`src/rtl/seg_pkg.sv`:
```
// Shared types and constants for the 7-segment display arbiter.
// Segment bit order is gfedcba (bit0 = a ... bit6 = g), active high.
package seg_pkg;

  localparam int unsigned SEG_W = 7;
  localparam int unsigned HEX_W = 4;

  typedef logic [SEG_W-1:0] seg_t;

  // Dash (segment g only), shown whenever nobody owns the display.
  localparam seg_t IDLE_PATTERN_DEFAULT = 7'b1000000;

  // Hex-to-segment table; element d holds the pattern for digit d.
  localparam logic [15:0][SEG_W-1:0] HEX_TABLE = {
    7'h71, 7'h79, 7'h5E, 7'h39, 7'h7C, 7'h77, 7'h6F, 7'h7F,
    7'h07, 7'h7D, 7'h6D, 7'h66, 7'h4F, 7'h5B, 7'h06, 7'h3F
  };

  typedef enum logic {
    IDLE = 1'b0,
    HOLD = 1'b1
  } state_e;

endpackage

```
`src/rtl/seg_hex_decode.sv`:
```
// Combinational 4-to-7 hex digit decoder driven by the package lookup table.
module seg_hex_decode
  import seg_pkg::*;
(
  input  logic [HEX_W-1:0] hex_i,
  output logic [SEG_W-1:0] seg_c
);

  assign seg_c = HEX_TABLE[hex_i];

endmodule

```
`src/rtl/seg_display_arbiter.sv`:
```
// Round-robin arbiter sharing one 7-segment display among N_REQ requesters;
// each granted digit is held for exactly HOLD_CYCLES clocks.
module seg_display_arbiter
  import seg_pkg::*;
#(
  parameter int unsigned N_REQ        = 4,
  parameter int unsigned HOLD_CYCLES  = 16,
  parameter logic [6:0]  IDLE_PATTERN = IDLE_PATTERN_DEFAULT,
  localparam int unsigned OW = (N_REQ > 1) ? $clog2(N_REQ) : 1
) (
  input  logic                     clk,
  input  logic                     rst_n,
  input  logic [N_REQ-1:0]         req,
  input  logic [HEX_W*N_REQ-1:0]   digit,
  output logic [N_REQ-1:0]         grant,
  output logic                     busy,
  output logic [OW-1:0]            owner,
  output logic [SEG_W-1:0]         segments
);

  localparam int unsigned CW = $clog2(HOLD_CYCLES);

  state_e             state_q, state_d;
  logic [OW-1:0]      ptr_q, ptr_d;
  logic [CW-1:0]      cnt_q, cnt_d;
  logic [HEX_W-1:0]   digit_q, digit_d;
  logic [N_REQ-1:0]   grant_q, grant_d;
  logic [OW-1:0]      owner_q, owner_d;
  logic               busy_q, busy_d;
  logic [SEG_W-1:0]   seg_q, seg_d;

  logic [OW-1:0]      win_idx;
  logic               found;
  logic               arb_fire;
  logic [SEG_W-1:0]   dec_seg_c;

  // First requester at or after ptr, wrapping modulo N_REQ.
  always_comb begin
    win_idx = ptr_q;
    found   = 1'b0;
    for (int unsigned k = 0; k < N_REQ; k++) begin
      int unsigned cand;
      logic [OW-1:0] cand_idx;
      cand     = (32'(ptr_q) + k) % N_REQ;
      cand_idx = OW'(cand);
      if (!found && req[cand_idx]) begin
        found   = 1'b1;
        win_idx = cand_idx;
      end
    end
  end

  always_ff @(posedge clk or negedge rst_n) begin
    if (!rst_n) begin
      state_q <= IDLE;
      ptr_q   <= '0;
      cnt_q   <= '0;
      digit_q <= '0;
      grant_q <= '0;
      owner_q <= '0;
      busy_q  <= 1'b0;
      seg_q   <= IDLE_PATTERN;
    end else begin
      state_q <= state_d;
      ptr_q   <= ptr_d;
      cnt_q   <= cnt_d;
      digit_q <= digit_d;
      grant_q <= grant_d;
      owner_q <= owner_d;
      busy_q  <= busy_d;
      seg_q   <= seg_d;
    end
  end

  // Next state: arbitrate from IDLE, or back-to-back when the hold expires.
  always_comb begin
    state_d  = state_q;
    arb_fire = 1'b0;
    case (state_q)
      IDLE: begin
        if (found) begin
          arb_fire = 1'b1;
          state_d  = HOLD;
        end
      end
      HOLD: begin
        if (cnt_q == '0) begin
          if (found) arb_fire = 1'b1;
          else       state_d  = IDLE;
        end
      end
      default: state_d = IDLE;
    endcase
  end

  // Register inputs for grant, owner, latched digit, counter and segments.
  always_comb begin
    grant_d = '0;
    owner_d = owner_q;
    digit_d = digit_q;
    cnt_d   = cnt_q;
    ptr_d   = ptr_q;
    busy_d  = busy_q;
    seg_d   = seg_q;
    if (arb_fire) begin
      grant_d = N_REQ'(1) << win_idx;
      owner_d = win_idx;
      digit_d = digit[HEX_W*win_idx +: HEX_W];
      cnt_d   = CW'(HOLD_CYCLES - 1);
      ptr_d   = (win_idx == OW'(N_REQ - 1)) ? '0 : win_idx + OW'(1);
      busy_d  = 1'b1;
      seg_d   = dec_seg_c;
    end else if (state_q == HOLD) begin
      if (cnt_q != '0) begin
        cnt_d = cnt_q - CW'(1);
      end else begin
        busy_d = 1'b0;
        seg_d  = IDLE_PATTERN;
      end
    end
  end

  seg_hex_decode u_dec (
    .hex_i (digit_d),
    .seg_c (dec_seg_c)
  );

  assign grant    = grant_q;
  assign busy     = busy_q;
  assign owner    = owner_q;
  assign segments = seg_q;

endmodule

```
`config.mk`:
```
export PLATFORM = sky130hd
export DESIGN_NAME = seg_display_arbiter
export DESIGN_NICKNAME = d
export VERILOG_FILES = /design/src/rtl/seg_pkg.sv /design/src/rtl/seg_hex_decode.sv /design/src/rtl/seg_display_arbiter.sv
export SDC_FILE = /design/constraint.sdc
export NUM_CORES = 1
export LEC_CHECK = 0
export BUFFER_PORTS_ARGS = -buffer_cell sky130_fd_sc_hd__buf_2
export CORE_ASPECT_RATIO = 0.7
export CORE_MARGIN = 4
export CORE_UTILIZATION = 45
export CTS_CLUSTER_DIAMETER = 50
export DETAILED_ROUTE_END_ITERATION = 8
export PLACE_DENSITY = 0.75
export SETUP_SLACK_MARGIN = 0.05
export SYNTH_ARGS = -nofsm -noshare
export SYNTH_HDL_FRONTEND = slang
export SYNTH_HIERARCHICAL = 1
export SYNTH_SLANG_ARGS = --single-unit
export TNS_END_PERCENT = 1
```
`constraint.sdc`:
```
create_clock -name clk -period 3.2 [get_ports clk]
set_input_delay 0.32 -clock clk [delete_from_list [all_inputs] [get_ports clk]]
set_output_delay 0.32 -clock clk [all_outputs]
set_load 0.02 [all_outputs]
```
==> results of run 1 <==
-- cell usage after synthesis (4+ instances only) --
cell	number	area share, %
o31ai_2	4	3.0
nor2_1	9	2.0
a211oi_2	7	5.2
a31oi_1	8	3.0
and3_1	4	1.5
mux2i_1	4	2.4
ha_1	13	9.6
nor2b_1	5	1.9
inv_1	18	4.0
nand2_1	13	2.9
a22o_1	6	3.1
a21oi_1	8	2.4
dfrtp_1	24	36
-- stage by stage --
| step | area, um^2 | worst slack [ns] | hold WS, ns | cells | utilization [%] |
|---|---|---|---|---|---|
| after floorplan | 1690 | 0.228 | 0.0244 | 169 | - |
| after global placement | 1930 | 0.195 | 0.337 | 254 | 54.2 |
| after detailed placement | 1930 | 0.0439 | 0.350 | 254 | 54.2 |
| after CTS | 1990 | 0.106 | 0.0469 | 258 | 55.8 |
| after global routing | 1990 | 0.0651 | 0.0627 | 258 | 56.0 |
| final | 1990 | 0.251 | 0.0288 | 258 | 56.0 |
-- registers in the layout (all words and copies together) (netlist names) --
register and cells:
digit_q 4, ptr_q 2, cnt_q 4, segments 7, owner 2, busy 1, state_q 1, grant 4
-- timing repair --
action	4_1_cts	5_1_grt
pin swaps	0	1
resized for setup	1	2
cloned	0	0
setup endpoints to repair	1	1
-- worst max-delay path: cells and delay by family (launching register included) --
| kind | cells | cell delay [ns] |
|---|---|---|
| simple gates | 3 | 0.67 |
| compound gates | 3 | 0.63 |
| mux | 1 | 0.50 |
| flops | 1 | 0.44 |
| fa+ha+maj | 1 | 0.33 |
| buf+inv | 2 | 0.28 |
-- power groups by stage --
stage / registers [mW] / clock network, mW / logic [mW]
5_1_grt: 0.548 / 0.215 / 1.27
2_1_floorplan: 0.596 / 0 / 0.792
3_3_place_gp: 0.533 / 0 / 1.10
4_1_cts: 0.526 / 0.200 / 1.16
3_5_place_dp: 0.531 / 0 / 1.14
6_report: 0.528 / 0.196 / 1.17
-- cell families after synthesis --
logic type / Yosys count / share of synthesized area, %
AO/OA/AOI/OAI: 48 / 24.8
adder cells (fa/ha/maj): 13 / 9.64
buffers and inverters: 27 / 7.71
flip-flops: 25 / 37.1
multiplexers: 8 / 5.93
AND/OR/NAND/NOR: 48 / 14.8
-- routing by layer --
metal  global-route usage (%)  routed length [um]  vias to the layer above  share of wire (%)
met1                     24.4                1840                      651                 49
met2                     26.4                1740                       25                 46
met5                        0                   0                        -                  0
li1                         -                   -                      676                  -
met4                     1.93                   7                        0               0.19
met3                     4.10                 158                        2                4.2
-- how the worst max path moves through the flow --
stage | start | endpoint | slack (ns)
final | ptr_q[0] | segments[3] | 0.25
after global routing | cnt_q[0] | segments[3] | 0.07
after global placement | req[0] | segments[3] | 0.20
after CTS | cnt_q[0] | segments[3] | 0.11
after floorplan | cnt_q[0] | segments[3] | 0.23
after detailed placement | cnt_q[0] | segments[3] | 0.04
-- layout make-up --
cell class / count / share of cell area, %
Clock buffer: 3 / 2.07
Clock inverter: 1 / 0.376
Inverter: 19 / 3.70
Multi-Input combinational cell: 117 / 47.5
Sequential cell: 25 / 31.4
Tap cell: 50 / 3.14
Timing Repair Buffer: 43 / 11.8
==> flow_summary.json, run 1 <==
{
  "r2r_slack_ns": 0.25,
  "gr-total-overflow": 0,
  "cts_buffers": 3,
  "vias": 1354,
  "clock-root-buffer": "clkbuf_8",
  "start_util_pct": 47.4,
  "drive_above_1_share_pct": 34.6,
  "p_sw_mw": 0.839,
  "crit_path_end_kind": "register",
  "hpwl_um": 2870,
  "htreeDepth": 1,
  "grt_max_degree": 26,
  "grt_util_all_layers_pct": 16.8,
  "drt-total-wl_um": 3750,
  "rows": 18,
  "rr_worst_depth": 10,
  "fin_nets": 244,
  "firstDrtPassIters": 4,
  "p_seq_share_pct": 28.0,
  "num_io_pins": 36,
  "ir_worst_vdd_uv": 556,
  "seq_area_frac_synth_pct": 37.1,
  "totalNegativeSetupSlack_ns": 0,
  "clockBufferDepth": 2,
  "outcome": "finished clean",
  "p_leak_nw": 0.977,
  "hold_viol": 0,
  "intPower_mw": 1.05,
  "p_per_area_nw_per_um2": 948,
  "drtIter0Drc": 56,
  "core_area_um2": 3560,
  "critPathSlowestCell": "mux4_1",
  "yosysUniqueCellTypes": 45,
  "vias_per_cell": 5.25,
  "clock-sinks": 25,
  "cpPeakStageDelay_ns": 0.50,
  "syn_inst": 169,
  "final_common_cell": "buf_2",
  "synth_nets": 204,
  "route.detailed.drc": 0,
  "wl_per_cell_um": 14.5,
  "cts_setup_buffers": 0,
  "num_antenna_cells": 0,
  "slew_viol_final": 0,
  "startpoint_type": "register",
  "dieArea_um2": 4810,
  "path_class": "reg2reg",
  "antenna_left": 0,
  "path_cells": "nor2b_1 > nor4_1 > or2_4 > inv_4 > a211oi_2 > o31ai_4 > inv_1 > ha_1 > mux4_1 > a22o_1",
  "cp_max_fo": 7,
  "grt_pass1_wl_um": 6250,
  "fmax_ghz": 0.339,
  "place_congestion": 0.783,
  "timing.rr.start": "ptr_q[0]",
  "combPwrFrac_pct": 61.7,
  "areaGrowthSynthToFinish_pct": 18.2,
  "final_cell_mix": "buf_2, dfrtp_1, inv_1",
  "finalCritPeriodShare_pct": 92.1,
  "ys_ff_latch": 25,
  "worstReg2RegEnd": "segments[3]",
  "die_h_um": 59.2,
  "die_w_um": 81.2,
  "synth_edf_count": 0,
  "synth_area_um2": 1690,
  "period_minus_slack_ns": 2.95,
  "synth_area_per_cell_um2": 9.99,
  "clkPwrFrac_pct": 10.4,
  "relSlewSlack_pct": 62.1,
  "fin_worst_skew_ns": 0.00207,
  "arrival_ns": 3.12,
  "regArea_um2": 627,
  "n_fill_cell": 319,
  "port_buffers": 35,
  "clk_latency_ns": 0.27,
  "rsz0062_at_grt": "no",
  "synthArstFlopShare_pct": 100,
  "cts_tree": "built",
  "hold_path.class": "in2async",
  "antenna_found_initial": 0,
  "clk_pin_slew_worst_paths_ns": 0.09,
  "sw_frac_of_total_pct": 44.4,
  "synth_ff_type": "dfrtp_1",
  "postCtsHoldBufs": 0,
  "grt_pass1_vias": 1309,
  "required_ns": 3.37,
  "max_cap_viol_count": 0,
  "multi_input_area_um2": 947,
  "finalSetupViolations": 0,
  "ys_warn_count": 6,
  "max_slew.worst_pin.slew_ns": 0.569,
  "p_total_mw": 1.89
}
Power figures use the tool's default switching activity.
==> inputs of run 2 (changes only) <==
Settings changed: PLACE_DENSITY 0.75 to 0.7.
==> run 2 against run 1 <==
- sequential share of layout area is 0.098 points lower
- non-clock buffer count stayed put
- critical path depth is 1 lower
- maximum frequency is 2.4% lower
- global-route usage is 0.082 points higher
- wire length is 1.2% higher
- final area is 0.31% higher
- total power is 0.67% higher
- combinational power hardly changed
- largest power group unchanged
- via count is 0.81% lower
- utilization is 0.18 points higher
- sequential power is 0.9% higher
- highest routed layer unchanged
==> flow_summary.json, run 2 (synthesized netlist as in run 1, its figures left out) <==
{
  "finalCritPeriodShare_pct": 94.4,
  "num_io_pins": 36,
  "drive_above_1_share_pct": 35.1,
  "gr-total-overflow": 0,
  "clk_latency_ns": 0.27,
  "die_w_um": 81.2,
  "max_slew.worst_pin.slew_ns": 0.564,
  "port_buffers": 35,
  "finalSetupViolations": 0,
  "fin_nets": 244,
  "slew_viol_final": 0,
  "route.detailed.drc": 0,
  "clock-sinks": 25,
  "firstDrtPassIters": 4,
  "die_h_um": 59.2,
  "areaGrowthSynthToFinish_pct": 18.5,
  "hold_path.class": "in2async",
  "dp_slack_ns": 0.00302,
  "htreeDepth": 1,
  "cts_setup_buffers": 0,
  "final_cell_area_um2": 2000,
  "grt_pass1_wl_um": 6240,
  "final_core_util_pct": 56.2,
  "cpPeakStageDelay_ns": 0.50,
  "final_common_cell": "buf_2",
  "rsz0062_at_grt": "no",
  "cts_buffers": 3,
  "grt_util_all_layers_pct": 16.9,
  "fmax_ghz": 0.331,
  "period_minus_slack_ns": 3.02,
  "place_congestion": 0.867,
  "final_cell_mix": "buf_2, dfrtp_1, inv_1",
  "path_cells": "nor2b_1 > o21ai_4 > and3_4 > a211oi_2 > o31ai_4 > inv_1 > ha_1 > mux4_1 > a22o_1",
  "outcome": "finished clean",
  "clk_pin_slew_worst_paths_ns": 0.09,
  "timing.rr.start": "ptr_q[0]",
  "drt-total-wl_um": 3800,
  "vias": 1343,
  "hpwl_um": 2960,
  "clockBufferDepth": 2,
  "r2r_slack_ns": 0.18,
  "drtIter0Drc": 60,
  "fin_worst_skew_ns": 0.00801,
  "max_cap_viol_count": 0,
  "largest_register_ffs": 7,
  "grt_max_degree": 26,
  "postCtsHoldBufs": 0,
  "path_class": "reg2reg",
  "hold_viol": 0,
  "antenna_left": 0,
  "grt_pass1_vias": 1328,
  "ir_worst_vdd_uv": 606,
  "totalNegativeSetupSlack_ns": 0,
  "p_leak_nw": 0.982,
  "placed_area_um2": 1930,
  "endpoint": "segments[3]",
  "startpoint_type": "register",
  "wl_per_cell_um": 14.7,
  "post_cts_resized": 0,
  "relSlewSlack_pct": 62.1,
  "critPathSlowestCell": "mux4_1",
  "arrival_ns": 3.18,
  "clock-root-buffer": "clkbuf_8",
  "dieArea_um2": 4810,
  "rows": 18,
  "core_area_um2": 3560,
  "cts_tree": "built",
  "fin_ws_ns": 0.179,
  "num_antenna_cells": 0,
  "worstReg2RegEnd": "segments[3]",
  "crit_path_start": "ptr_q[0]",
  "vias_per_cell": 5.21,
  "required_ns": 3.36,
  "cp_max_fo": 12,
  "p_per_area_nw_per_um2": 951,
  "antenna_found_initial": 0,
  "crit_path_end_kind": "register",
  "start_util_pct": 47.4,
  "rr_worst_depth": 9
}
==> run 2: changes by cell type in the layout (fill, tap and decap cells not counted), sizes merged <==
| cell | delta |
|---|---|
| clkinv | +1 |
| clkinvlp | -1 |
==> run 2: power breakdown <==
part           switching (mW)  total, mW  internal [mW]  leakage (nW)
registers              0.0876      0.533          0.446         0.301
logic                   0.653       1.18          0.531         0.656
clock network          0.0982      0.185         0.0870        0.0255
total                   0.839       1.90           1.06         0.982
==> run 2: through the flow <==
stage / std cells / power, mW / hold slack [ns]
after global routing: 258 / 2.06 / 0.0607
after CTS: 258 / 1.88 / 0.0420
after floorplan: 169 / 1.39 / 0.0244
final: 258 / 1.90 / 0.0250
after global placement: 254 / 1.63 / 0.332
after detailed placement: 254 / 1.68 / 0.343
==> run 2: how the worst min path moves through the flow <==
stage / cells after the start / end / slack, ns / start
after floorplan: 0 / busy / 0.02 / rst_n
after global placement: 1 / grant[0] / 0.33 / rst_n
after detailed placement: 1 / cnt_q[2] / 0.34 / rst_n
after CTS: 1 / cnt_q[2] / 0.04 / rst_n
after global routing: 1 / cnt_q[2] / 0.06 / rst_n
final: 1 / cnt_q[2] / 0.03 / rst_n
==> run 2: critical path, delay by kind of cell (launching register included) <==
family | cells | cell delay, ns
compound gates | 4 | 1.02
mux | 1 | 0.50
simple gates | 2 | 0.48
flops | 1 | 0.42
fa+ha+maj | 1 | 0.34
buf+inv | 1 | 0.15
==> run 2: area by class of cell <==
type | count | area, um^2
clock inverters | 1 | 5.00
well taps | 50 | 62.6
fillers | 312 | 1560
flip-flops and latches | 25 | 627
repair buffers | 43 | 235
multi-input cells | 117 | 956
clock buffers | 3 | 41.3
inverters | 19 | 73.8
==> run 2: routing by layer <==
metal  global-route usage, %  up-vias  share of wire (%)
li1                        -      671                  -
met1                    22.1      642                 46
met4                    2.65        0               0.40
met5                       0        -                  0
met2                    29.2       28                 50
met3                    4.10        2                4.1
==> inputs of run 3 (changes only) <==
Settings changed: CORE_UTILIZATION 45 to 25, PLACE_DENSITY 0.7 to unset.
==> run 3 against run 2 <==
- final area up 1.8%
- flip-flop and latch count unchanged
- via count down 1.0%
- sequential share of layout area down 0.54 points
- first-iteration DRC count up 12%
- hold slack better by 0.012 ns
- non-clock buffer count down 1
- register-to-register slack better by 0.06 ns
- count of clock-buffer cells in the layout unchanged
- sequential power about the same
- die area up 69%
==> flow_summary.json, run 3 (synthesized netlist as in run 1, its figures left out) <==
{
  "finalCritPeriodShare_pct": 92.6,
  "n_fill_cell": 654,
  "p_leak_nw": 0.970,
  "gr-total-overflow": 0,
  "final_cell_area_um2": 2040,
  "port_buffers": 35,
  "die_h_um": 76.7,
  "antenna_found_initial": 0,
  "place_congestion": 0.783,
  "dieArea_um2": 8150,
  "required_ns": 3.37,
  "final_cell_mix": "buf_2, dfrtp_1, inv_1",
  "max_cap_viol_count": 0,
  "startpoint_type": "register",
  "die_w_um": 106,
  "vias_per_cell": 4.46,
  "max_slew.worst_pin.slew_ns": 0.597,
  "clock-sinks": 25,
  "grt_max_degree": 26,
  "whs_ns": 0.0375,
  "fmax_ghz": 0.337,
  "fin_nets": 243,
  "totalNegativeSetupSlack_ns": 0,
  "critPathTopFamily": "simple AND/OR/NAND/NOR gates",
  "cts_tree": "built",
  "grt_util_all_layers_pct": 9.81,
  "drt-total-wl_um": 3750,
  "num_io_pins": 36,
  "grt_pass1_vias": 1366,
  "arrival_ns": 3.13,
  "largest_register_ffs": 7,
  "wl_per_cell_um": 12.6,
  "path_class": "reg2reg",
  "clk_pin_slew_worst_paths_ns": 0.09,
  "cp_max_fo": 7,
  "rows": 24,
  "critPathSlowestCell": "mux4_1",
  "regArea_um2": 627,
  "placed_area_um2": 1970,
  "clock-root-buffer": "clkbuf_8",
  "areaGrowthSynthToFinish_pct": 20.6,
  "firstDrtPassIters": 4,
  "relSlewSlack_pct": 60.2,
  "vias": 1329,
  "crit_top_cell": "inv_1",
  "path_cells": "and3b_1 > nor4_1 > or2_1 > inv_4 > a211oi_2 > o31ai_4 > inv_1 > buf_4 > ha_1 > inv_1 > mux4_1 > a22o_1",
  "final_common_cell": "buf_2",
  "slew_viol_final": 0,
  "clockBufferDepth": 2,
  "clk_latency_ns": 0.27,
  "hold_path.class": "in2async",
  "hpwl_um": 2970,
  "hold_viol": 0,
  "finalSetupViolations": 0,
  "rsz0062_at_grt": "no",
  "drtIter0Drc": 67,
  "num_antenna_cells": 0,
  "grt_pass1_wl_um": 6560,
  "fin_worst_skew_ns": 0.00327,
  "critPathBufInv": 4,
  "crit_path_end_kind": "register",
  "htreeDepth": 1,
  "core_area_um2": 6400,
  "post_cts_resized": 0,
  "outcome": "finished clean",
  "route.detailed.drc": 0,
  "ir_worst_vdd_uv": 444,
  "p_per_area_nw_per_um2": 914,
  "cts_buffers": 3,
  "postCtsHoldBufs": 0,
  "cpPeakStageDelay_ns": 0.48,
  "multi_input_area_um2": 945,
  "cts_setup_buffers": 0,
  "drive_above_1_share_pct": 33.8,
  "start_util_pct": 26.4,
  "antenna_left": 0,
  "period_minus_slack_ns": 2.96
}
[run 3: metrics by stage]
stage | instances | power, mW | setup slack (ns) | util (%)
6_report | 298 | 1.86 | 0.236 | 31.8
5_1_grt | 298 | 2.03 | 0.0642 | 31.8
4_1_cts | 298 | 1.86 | 0.173 | 31.6
3_5_place_dp | 294 | 1.66 | 0.172 | 30.8
3_3_place_gp | 294 | 1.65 | 0.232 | 30.8
2_1_floorplan | 169 | 1.39 | 0.228 | -
[run 3: worst paths after layout]
check | to | from | slack (ns) | cells past startpoint
setup reg to reg | segments[3] | ptr_q[1] | 0.24 | 12
max in group asynchronous | segments[5] | rst_n | 2.77 | 1
setup / recovery | segments[3] | ptr_q[1] | 0.24 | 12
hold / removal | grant[3] | rst_n | 0.04 | 1
min in group clk | state_q | req[1] | 0.39 | 3
hold reg to reg | segments[6] | segments[6] | 0.47 | 2
[run 3: power breakdown]
part           internal [mW]  switching, mW  total, mW
Clock                 0.0883          0.108      0.197
Combinational          0.504          0.628       1.13
Sequential             0.446         0.0874      0.533
[run 3: routing by layer]
| metal | global-route usage [%] | vias up | routed length (um) |
|---|---|---|---|
| met2 | 15.5 | 23 | 1670 |
| met4 | 1.16 | 0 | 14 |
| met3 | 3.10 | 2 | 165 |
| met5 | 0 | - | 0 |
| met1 | 13.5 | 634 | 1900 |
| li1 | - | 670 | - |
[run 3: layout make-up]
class / instances / share of cell area, %
timing repair buffer: 42 / 11.2
sequential: 25 / 30.8
multi-input combinational: 117 / 46.4
tap: 91 / 5.59
clock inverter: 1 / 0.369
clock buffer: 3 / 2.03
inverter: 19 / 3.63
